File: config.mk
export PLATFORM = sky130hd
export DESIGN_NAME = clk_divider_multi
export DESIGN_NICKNAME = d
export VERILOG_FILES = /design/src/rtl/clk_divider_multi.sv
export SDC_FILE = /design/constraint.sdc
export NUM_CORES = 1
export LEC_CHECK = 0
export CELL_PAD_IN_SITES_DETAIL_PLACEMENT = 1
export CELL_PAD_IN_SITES_GLOBAL_PLACEMENT = 2
export CORE_MARGIN = 2
export CORE_UTILIZATION = 39
export CTS_BUF_LIST = sky130_fd_sc_hd__clkbuf_2
export DETAILED_ROUTE_END_ITERATION = 7
export PLACE_DENSITY = 0.85
export SYNTH_ARGS = -nofsm -noshare
export SYNTH_HDL_FRONTEND = slang
export SYNTH_SLANG_ARGS = --single-unit
File: constraint.sdc
create_clock -name clk_i -period 8.42 [get_ports clk_i]
set_input_delay 1.684 -clock clk_i [delete_from_list [all_inputs] [get_ports clk_i]]
set_output_delay 1.684 -clock clk_i [all_outputs]
set_load 0.02 [all_outputs]
File: src/rtl/clk_divider_multi.sv
// NUM_CH independent programmable clock dividers sharing one source clock.
// Each channel changes ratio and stops only at a period boundary; sync_i restarts every running channel at phase 0.
module clk_divider_multi #(
    parameter int NUM_CH      = 4,
    parameter int DIV_W       = 8,
    parameter int DEFAULT_DIV = 2
) (
    input  logic                    clk_i,
    input  logic                    rst_i,
    input  logic [NUM_CH-1:0]       en_i,
    input  logic [NUM_CH-1:0]       load_i,
    input  logic [NUM_CH*DIV_W-1:0] div_i,
    input  logic                    sync_i,
    output logic [NUM_CH-1:0]       clk_o,
    output logic [NUM_CH-1:0]       tick_o,
    output logic [NUM_CH-1:0]       active_o,
    output logic [NUM_CH-1:0]       pend_o
);
    typedef enum logic {ST_IDLE = 1'b0, ST_RUN = 1'b1} ch_state_t;

    localparam logic [DIV_W-1:0] DEF_N = DIV_W'(DEFAULT_DIV);
    localparam logic [DIV_W-1:0] MIN_N = DIV_W'(2);

    for (genvar c = 0; c < NUM_CH; c++) begin : g_ch
        ch_state_t        r_state, w_state_nx;
        logic [DIV_W-1:0] r_cnt, w_cnt_nx;
        logic [DIV_W-1:0] r_n, w_n_nx;
        logic [DIV_W-1:0] r_pend_ratio, w_pend_ratio_nx;
        logic             r_pend, w_pend_nx;
        logic             r_clk, w_clk_nx;
        logic             r_tick, w_tick_nx;
        logic [DIV_W-1:0] w_div, w_ld_ratio, w_staged;
        logic             w_wrap;

        assign w_div      = div_i[c*DIV_W +: DIV_W];
        assign w_ld_ratio = (w_div < MIN_N) ? MIN_N : w_div;
        assign w_staged   = r_pend ? r_pend_ratio : r_n;
        assign w_wrap     = (r_cnt == r_n - DIV_W'(1));

        always_ff @(posedge clk_i) begin
            if (rst_i) begin
                r_state      <= ST_IDLE;
                r_cnt        <= '0;
                r_n          <= DEF_N;
                r_pend_ratio <= DEF_N;
                r_pend       <= 1'b0;
                r_clk        <= 1'b0;
                r_tick       <= 1'b0;
            end else begin
                r_state      <= w_state_nx;
                r_cnt        <= w_cnt_nx;
                r_n          <= w_n_nx;
                r_pend_ratio <= w_pend_ratio_nx;
                r_pend       <= w_pend_nx;
                r_clk        <= w_clk_nx;
                r_tick       <= w_tick_nx;
            end
        end

        always_comb begin
            w_state_nx      = r_state;
            w_cnt_nx        = r_cnt;
            w_n_nx          = r_n;
            w_pend_ratio_nx = r_pend_ratio;
            w_pend_nx       = r_pend;
            case (r_state)
                ST_IDLE: begin
                    // Idle channels apply any ratio immediately; sync with en_i high is just a start.
                    w_n_nx    = load_i[c] ? w_ld_ratio : w_staged;
                    w_pend_nx = 1'b0;
                    w_cnt_nx  = '0;
                    if (en_i[c]) begin
                        w_state_nx = ST_RUN;
                    end
                end
                ST_RUN: begin
                    if (sync_i) begin
                        w_n_nx    = load_i[c] ? w_ld_ratio : w_staged;
                        w_pend_nx = 1'b0;
                        w_cnt_nx  = '0;
                    end else if (w_wrap) begin
                        w_n_nx    = w_staged;
                        w_pend_nx = load_i[c];
                        if (load_i[c]) begin
                            w_pend_ratio_nx = w_ld_ratio;
                        end
                        w_cnt_nx = '0;
                        if (!en_i[c]) begin
                            w_state_nx = ST_IDLE;
                        end
                    end else begin
                        w_cnt_nx = r_cnt + DIV_W'(1);
                        if (load_i[c]) begin
                            w_pend_nx       = 1'b1;
                            w_pend_ratio_nx = w_ld_ratio;
                        end
                    end
                end
                default: w_state_nx = ST_IDLE;
            endcase
            // Outputs are derived from the next state so clk_o/tick_o come straight off flops.
            w_clk_nx  = (w_state_nx == ST_RUN) && (w_cnt_nx < (w_n_nx >> 1));
            w_tick_nx = (w_state_nx == ST_RUN) && (w_cnt_nx == '0);
        end

        assign clk_o[c]    = r_clk;
        assign tick_o[c]   = r_tick;
        assign active_o[c] = (r_state == ST_RUN);
        assign pend_o[c]   = r_pend;
    end

endmodule
* Yosys cells after proc, flatten, opt, wreduce, memory -nomap -nowiden
Index checks and enable logic that the tools add are counted.
** Storage, ports and cells
- Output and inout bits :: 16
- Input port bits :: 43
- Word-level logic and storage cells :: 149
- Register bits after elaboration :: 112
** Cells by class
- $lt $le $gt $ge :: 8
- Bitwise logic cells :: 5
- Equal/unequal tests :: 12
- Multiplexer cells :: 68
- Add/subtract/negate cells :: 8
- Reduce and logical (&&, ||, !) cells :: 16
** Operator list (count)
- two-way mux 8 bit :: 28
- one-hot mux 8 bit (2 select lines) :: 8
- adder 8 x 1 -> 8 bit (second input constant) :: 4
- equality test 8 bit :: 4
- zero test 8 bit :: 4
- less-than comparator 8 x 2 -> 1 bit (second input constant) :: 4
- less-than comparator 8 x 7 -> 1 bit :: 4
- subtractor 8 x 1 -> 8 bit (second input constant) :: 4
- two-way mux 1 bit :: 24
- inequality test 4 x 3 -> 1 bit (second input constant) :: 4
- one-hot mux 1 bit (2 select lines) :: 8
- inequality test 3 x 2 -> 1 bit (second input constant) :: 4
- AND reduction 3 bit :: 4
- logical AND 1 bit :: 8
- inverter 1 bit :: 5

* Depth between registers and ports, before layout
Gate-level depths: netlist of the first run.
- Depth in word-level cells :: 7
- Depth in mapped cells :: 17
- Gate-level depth less buffers :: 16

* Worst setup path after synthesis of the first run
Ideal clock, no wire load.
- Path type :: input to register
- Start :: input port sync_i
- End :: register g_ch[1].r_clk
- Arrival :: 3720 ps
- Path buffers :: 3
- Setup time :: 59 ps
- Cell stages on the path :: 12
- Required time :: 8361 ps
- Slack :: 4641 ps
- Path through :: clkbuf_1 > nor2b_1 > clkbuf_1 > buf_6 > nor2_1 > a311oi_2 > ha_1 > a21oi_1 > nor3b_1 > nand3_1 > mux2i_1 > o211a_1
** Between the ends
- Longest elaborated chain between the ends :: 4
- Elaborated cells between the ends (all ways) :: 8
- Those cells by class :: 1 x order compare; 6 x mux; 1 x reduce/logical
** Ends and longest elaborated chain
- from (decl) :: RTL line 13 : input logic sync_i,
- two-way mux 8 bit :: RTL line 77 : if (sync_i) begin
- one-hot mux 8 bit (2 select lines) :: RTL line 66 : case (r_state)
- less-than comparator 8 x 7 -> 1 bit :: RTL line 102 : w_clk_nx = (w_state_nx == ST_RUN) && (w_cnt_nx < (w_n_nx >> 1));
- logical AND 1 bit (*) :: RTL line 102
- to (signal assigned) :: RTL line 55 : r_clk <= w_clk_nx;
- to (decl) :: RTL line 30 : logic r_clk, w_clk_nx;
Mark *: on every way between the ends. The rest lies on a longest branch, timed or not.
A chain may end at the register's enable or synchronous reset.

* Worst setup path in the final report of the first run
- Start :: input port sync_i
- End :: register g_ch[0].r_clk
** Between the ends
- Longest elaborated chain between the ends :: 4
- Elaborated cells between the ends (all ways) :: 8
- Those cells by class :: 1 x order compare; 6 x mux; 1 x reduce/logical
** Ends and longest elaborated chain (RTL line)
- two-way mux 8 bit :: 77
- one-hot mux 8 bit (2 select lines) :: 66
- less-than comparator 8 x 7 -> 1 bit :: 102
- logical AND 1 bit (*) :: 102
- to (signal assigned) :: 55
- to (decl) :: 30
Marks and branches as above.

==> out/results.txt, run 1 <==
worst endpoint required time: 9.01 ns
Fin. Hold Viols: 0
Worst Clk Skew: 0.0463 ns
post-synthesis async set-or-reset flop share: 0%
hold-critical path endpoint: g_ch[0].r_pend_ratio[5]$_SDFFE_PP0P_
Vias: 6,600
slew at the pin closest to its max-slew limit: 0.905 ns
Unique masters post-synth: 76
PortBufs: 58
pwr/cell area: 141 nW/µm²
Area Overhead vs Synth: 8.65%
RD Place Congestion: 0.792
Post-Place Cells: 1,155
hold path start: g_ch[0].r_pend_ratio[5]$_SDFFE_PP0P_
DRC viols: 0
Die X: 142 µm
sequential area share after synthesis: 30.1%
Post-synth top cells: 112 x dfxtp_1, 112 x nor2_1, 99 x nand2_1
largest net degree at the start of global routing: 78
r2r startpoint: g_ch[1].r_n[0]$_SDFFE_PP0P_
Post-CTS Setup Bufs: 0
clk slew on worst S/H paths: 0.32 ns
Post-Synthesis Cells: 935
Synth top area share: 30.1%
Pwr Total: 1.14 mW
reg2reg setup slack: 4.63 ns
htree depth: 3
Worst R2R End: g_ch[1].r_clk$_SDFF_PP0_
fill count: 2,300
Setup violations, final: 0
post-route cell area: 8090 µm²
Fin Setup TNS: 0 ns
initial antenna violation count: 1
Die Ht: 142 µm
CTS Hold Bufs: 0
WL/cell: 17.5 µm
fin cells: 1,173
Die Area: 20,200 µm²
Hold Path Stages: 2
Reg2Reg Depth: 14
vias in the first global route: 6,742
startpoint types: primary input
Worst slew margin: 39.6%
crit-path cells: clkdlybuf4s50_1 > nand2b_1 > and2_1 > nor2_1 > o21ai_0 > and2_1 > ha_1 > a211oi_1 > a211oi_1 > a2111oi_2
Post-DP HPWL: 15,300 µm
share of layout cells above drive strength 1: 7.47%
starting DRC count in detailed routing: 366
top_reg_cell synth: dfxtp_1
Total Nets Final: 1,007
Synth Register Bits: 112
CTS sink cnt: 112
critical path type: in -> reg
core area: 18,700 µm²
Routed Antenna Nets: 0
critical path arrival: 4.86 ns
worst hold path class: reg -> reg
crit end category: flop
Static Leak: 2.97 nW
clk_lat worst skew: 0.66 ns
Post-Route WL: 20,600 µm
final worst-path cycle share: 50.8%
Pins Over Slew Limit: 0
clock buffer count from CTS: 9
fmax: 234 MHz
Post-synth EDFFs: 0
Max Cap Violations: 0
total gr overflow: 0
synthesized cell area: 7450 µm²
I/O pins: 59
Yosys warnings: 0
CP max-delay cell: clkdlybuf4s50_1
FP Rows: 50
top cell type by total area after synthesis: dfxtp_1
peak supply drop: 62.7 µV
top post-synthesis cells by area: dfxtp_1 30%, nor2_1 5.6%, ha_1 5.4%
post-CTS sizing: 0
Vias/cell: 5.63
root buffer cell: clkbuf_2
CTS tree: done
Mean Syn Cell Area: 7.96 µm²
First-pass DRT Iterations: 4
status: finished clean
first-pass GRT wire length: 34,700 µm
dpl cell area: 7950 µm²
Crit path largest cell delay: 0.84 ns
Net Count, Synth: 1,010
Critical Path Fanout Max: 19
fin crit period: 4.28 ns
GRT Total Usage: 21.2%
starting density of the core: 39.8%
RSZ-0062 raised after global routing: no
Clock Tree Buf Depth: 2
==> metrics by stage <==
step	worst slack (ns)	hold slack, ns	utilization [%]
2_1_floorplan	4.64	0.433	-
3_3_place_gp	3.55	0.445	42.5
3_5_place_dp	3.47	0.449	42.5
4_1_cts	4.22	0.476	43.2
5_1_grt	3.85	0.498	43.3
6_report	4.14	0.472	43.3
==> placed cells by master, fill, tap and decap left out, types with 10 or more instances in the layout <==
cell	n
xor2_1	22
nand2b_1	13
mux2_2	25
clkdlybuf4s50_1	57
xnor2_1	39
ha_1	32
nor2_1	112
dfxtp_1	112
o211ai_1	14
inv_1	15
mux2i_1	28
a21oi_1	62
nand2_1	99
nand3_1	49
a31oi_1	10
nor3_1	43
o21ai_0	33
==> worst max-delay path by stage <==
stage	startpoint	to	slack (ns)	depth (start not counted)
after global routing	sync_i	g_ch[0].r_clk$_SDFF_PP0_	3.85	9
final	sync_i	g_ch[0].r_clk$_SDFF_PP0_	4.14	10
after floorplan	sync_i	g_ch[1].r_clk$_SDFF_PP0_	4.64	12
after global placement	sync_i	g_ch[0].r_clk$_SDFF_PP0_	3.55	10
after detailed placement	sync_i	g_ch[0].r_clk$_SDFF_PP0_	3.47	9
after CTS	sync_i	g_ch[0].r_clk$_SDFF_PP0_	4.22	9
==> registers in the layout, indices dropped and copies added (netlist names) <==
signal and flops:
g_ch.r_pend_ratio 32, g_ch.r_tick 4, g_ch.r_cnt 32, g_ch.r_clk 4, g_ch.r_state 4, g_ch.r_n 32
g_ch.r_pend 4
==> cell type report <==
type	count	area, µm²	share of cell area [%]
multi-input cells	732	4750	58.7
flip-flops and latches	112	2240	27.7
repair buffers	61	598	7.39
well taps	234	293	3.62
clock inverters	7	95.1	1.18
inverters	16	60.1	0.742
clock buffers	9	45.0	0.557
diodes	2	5.00	0.0619
==> report_power, final <==
group	switching [mW]	total (mW)	internal, mW
Clock	0.198	0.297	0.0994
Sequential	0.0325	0.588	0.556
Combinational	0.147	0.257	0.110
Total	0.377	1.14	0.765
==> cell families (layout without fill, tap and decap cells) <==
| family | count (synthesis) | in the layout | share of synthesized area (%) |
|---|---|---|---|
| adders and majority gates | 32 | 32 | 5.38 |
| other | 0 | 2 | 0 |
| and+or+nand+nor | 390 | 390 | 25.2 |
| DFF | 112 | 112 | 30.1 |
| muxes | 53 | 53 | 7.54 |
| buffers and inverters | 91 | 93 | 6.10 |
| AOI/OAI and AO/OA | 195 | 195 | 18.2 |
| xor gates and xnor gates | 62 | 62 | 7.48 |
==> routing by layer <==
metal	share of wire [%]	global-route usage (%)	vias to the layer above
met5	0	0	-
met4	0.92	5.53	0
met3	1.9	2.19	10
met2	47	34.7	56
met1	51	29.9	3219
li1	-	-	3315
==> critical path, delay by kind of cell <==
kind,cells,cell delay [ns]
AO/OA/AOI/OAI,4,1.01
buffers and inverters,1,0.84
AND/OR/NAND/NOR,4,1.08
adder cells (fa/ha/maj),1,0.24
No activity file was read; power rests on OpenSTA's default activity.
==> inputs of run 2 (changes only) <==
--- a/config.mk
+++ b/config.mk
@@ -8,10 +8,10 @@
 export CELL_PAD_IN_SITES_DETAIL_PLACEMENT = 1
 export CELL_PAD_IN_SITES_GLOBAL_PLACEMENT = 2
 export CORE_MARGIN = 2
-export CORE_UTILIZATION = 39
+export CORE_UTILIZATION = 33
 export CTS_BUF_LIST = sky130_fd_sc_hd__clkbuf_2
 export DETAILED_ROUTE_END_ITERATION = 7
-export PLACE_DENSITY = 0.85
+export PLACE_DENSITY = 0.76
 export SYNTH_ARGS = -nofsm -noshare
 export SYNTH_HDL_FRONTEND = slang
 export SYNTH_SLANG_ARGS = --single-unit
==> constraint.sdc (replaced) <==
create_clock -name clk_i -period 3.5 [get_ports clk_i]
set_input_delay 0.7 -clock clk_i [delete_from_list [all_inputs] [get_ports clk_i]]
set_output_delay 0.7 -clock clk_i [all_outputs]
set_load 0.02 [all_outputs]
==> out/results.txt, run 2 (same netlist as run 1, synthesis figures left out) <==
status: finished clean
Worst slew margin: 45.9%
startpoint types: flop
First-pass DRT Iterations: 4
pwr/cell area: 315 nW/µm²
most frequent cells in the layout: 110 x nor2_1, 106 x dfxtp_1, 98 x nand2_1, 60 x a21oi_1, 57 x clkdlybuf4s50_1
M3 GR Usage: 2.66%
final worst-path cycle share: 95.1%
Crit path largest cell delay: 0.43 ns
GR Layer Usage met2: 32.2%
met1 Usage GRT: 25.6%
I/O pins: 59
Die Ht: 154 µm
fin crit period: 3.33 ns
Total Nets Final: 1,061
Vias: 6,811
CP bufs+invs: 1
most common cell after layout, fill and taps aside: nor2_1
RD Place Congestion: 0.792
Post-DP HPWL: 17,000 µm
total gr overflow: 0
Pwr Total: 2.73 mW
Area Overhead vs Synth: 16.5%
Pins Over Slew Limit: 0
first-pass GRT wire length: 36,500 µm
switching portion of total power: 35.2%
Fin. Hold Viols: 0
slew at the pin closest to its max-slew limit: 0.806 ns
critical path arrival: 3.94 ns
worst hold path class: in -> reg
core area: 22,000 µm²
Vias/cell: 5.35
Sw Pwr: 0.961 mW
Static Leak: 3.24 nW
CP max-delay cell: dfxtp_4
peak supply drop: 150 µV
largest registers: g_ch.r_cnt x32, g_ch.r_n x32, g_ch.r_pend_ratio x32
Setup violations, final: 0
CTS Hold Bufs: 0
vias in the first global route: 7,009
Max Cap Violations: 0
starting DRC count in detailed routing: 327
Die X: 154 µm
crit end category: flop
Critical Path Fanout Max: 6
CTS tree: done
share of power burned in registers: 51.4%
Post-Route Utilization: 39.5%
post-route cell area: 8670 µm²
critical path type: reg -> reg
WL/cell: 17.3 µm
dpl cell area: 8380 µm²
CTS sink cnt: 112
worst endpoint required time: 4.11 ns
Die Area: 23,800 µm²
htree depth: 3
clk slew on worst S/H paths: 0.34 ns
share of layout cells above drive strength 1: 15.0%
crit-path cells: inv_1 > ha_1 > nor3b_4 > mux2_2 > o22ai_1 > o22ai_2 > or2_4 > a311oi_4 > ha_4 > a21oi_2 > nor3b_2 > nand3_1 > mux2i_1 > o211a_1
Clock Tree Buf Depth: 2
GRT Total Usage: 18.9%
starting density of the core: 33.9%
clock power share: 22.2%
Worst Clk Skew: 0.0685 ns
fill count: 2,651
P_int: 1.77 mW
layer with the highest usage: met2
DRC viols: 0
Routed Antenna Nets: 0
root buffer cell: clkbuf_2
Gate power share: 26.4%
initial antenna violation count: 1
Top Family by Delay on Critical Path: compound AO/OA/AOI/OAI gates
Post-Route WL: 22,100 µm
FP Rows: 54
largest net degree at the start of global routing: 43
fmax: 300 MHz
PortBufs: 58
clock buffer count from CTS: 9
clk_lat worst skew: 0.71 ns
[run 2: final cells by class]
type,count,area [µm²],area share (%)
Multi-Input combinational cell,732,4880,56.3
Sequential cell,112,2260,26.0
Timing Repair Buffer,115,1020,11.8
Tap cell,280,350,4.04
Inverter,16,60.1,0.692
Clock inverter,7,55.1,0.635
Clock buffer,9,45.0,0.519
Antenna cell,1,2.50,0.0289
[run 2: worst paths after layout]
check | depth (start not counted) | from | end | slack [ns]
hold reg to reg | 2 | g_ch[0].r_pend_ratio[2]$_SDFFE_PP0P_ | g_ch[0].r_pend_ratio[2]$_SDFFE_PP0P_ | 0.47
hold / removal | 2 | rst_i | g_ch[3].r_pend_ratio[2]$_SDFFE_PP0P_ | 0.31
setup reg to reg | 14 | g_ch[1].r_n[0]$_SDFFE_PP0P_ | g_ch[1].r_clk$_SDFF_PP0_ | 0.17
setup / recovery | 14 | g_ch[1].r_n[0]$_SDFFE_PP0P_ | g_ch[1].r_clk$_SDFF_PP0_ | 0.17
[run 2: power by group through the flow]
stage | sequential (mW) | clock (mW) | combinational, mW
after floorplan | 1.40 | 0 | 0.468
after global placement | 1.42 | 0 | 0.683
after detailed placement | 1.42 | 0 | 0.692
after CTS | 1.40 | 0.643 | 0.697
after global routing | 1.41 | 0.681 | 0.802
final | 1.40 | 0.604 | 0.720
[run 2: stage by stage]
step	instances	TNS [ns]	hold slack, ns	setup slack, ns
2_1_floorplan	935	0	0.433	0.236
3_3_place_gp	1250	0	0.446	0.0431
3_5_place_dp	1250	-0.0147	0.448	-0.0147
4_1_cts	1266	0	0.254	0.0417
5_1_grt	1272	-0.0256	0.269	-0.0131
6_report	1272	0	0.313	0.170
[run 2: layer usage]
| metal | wire, µm | part of all wire, % | vias to the layer above |
|---|---|---|---|
| met4 | 194 | 0.88 | 0 |
| met3 | 467 | 2.1 | 12 |
| li1 | - | - | 3413 |
| met2 | 10600 | 48 | 57 |
| met5 | 0 | 0 | - |
| met1 | 10800 | 49 | 3329 |
[run 2: repair_timing]
item,in CTS,in global routing
endpoints found under the setup margin,2,4
gates resized for setup,4,33
setup buffers,0,5
pin swaps,0,2
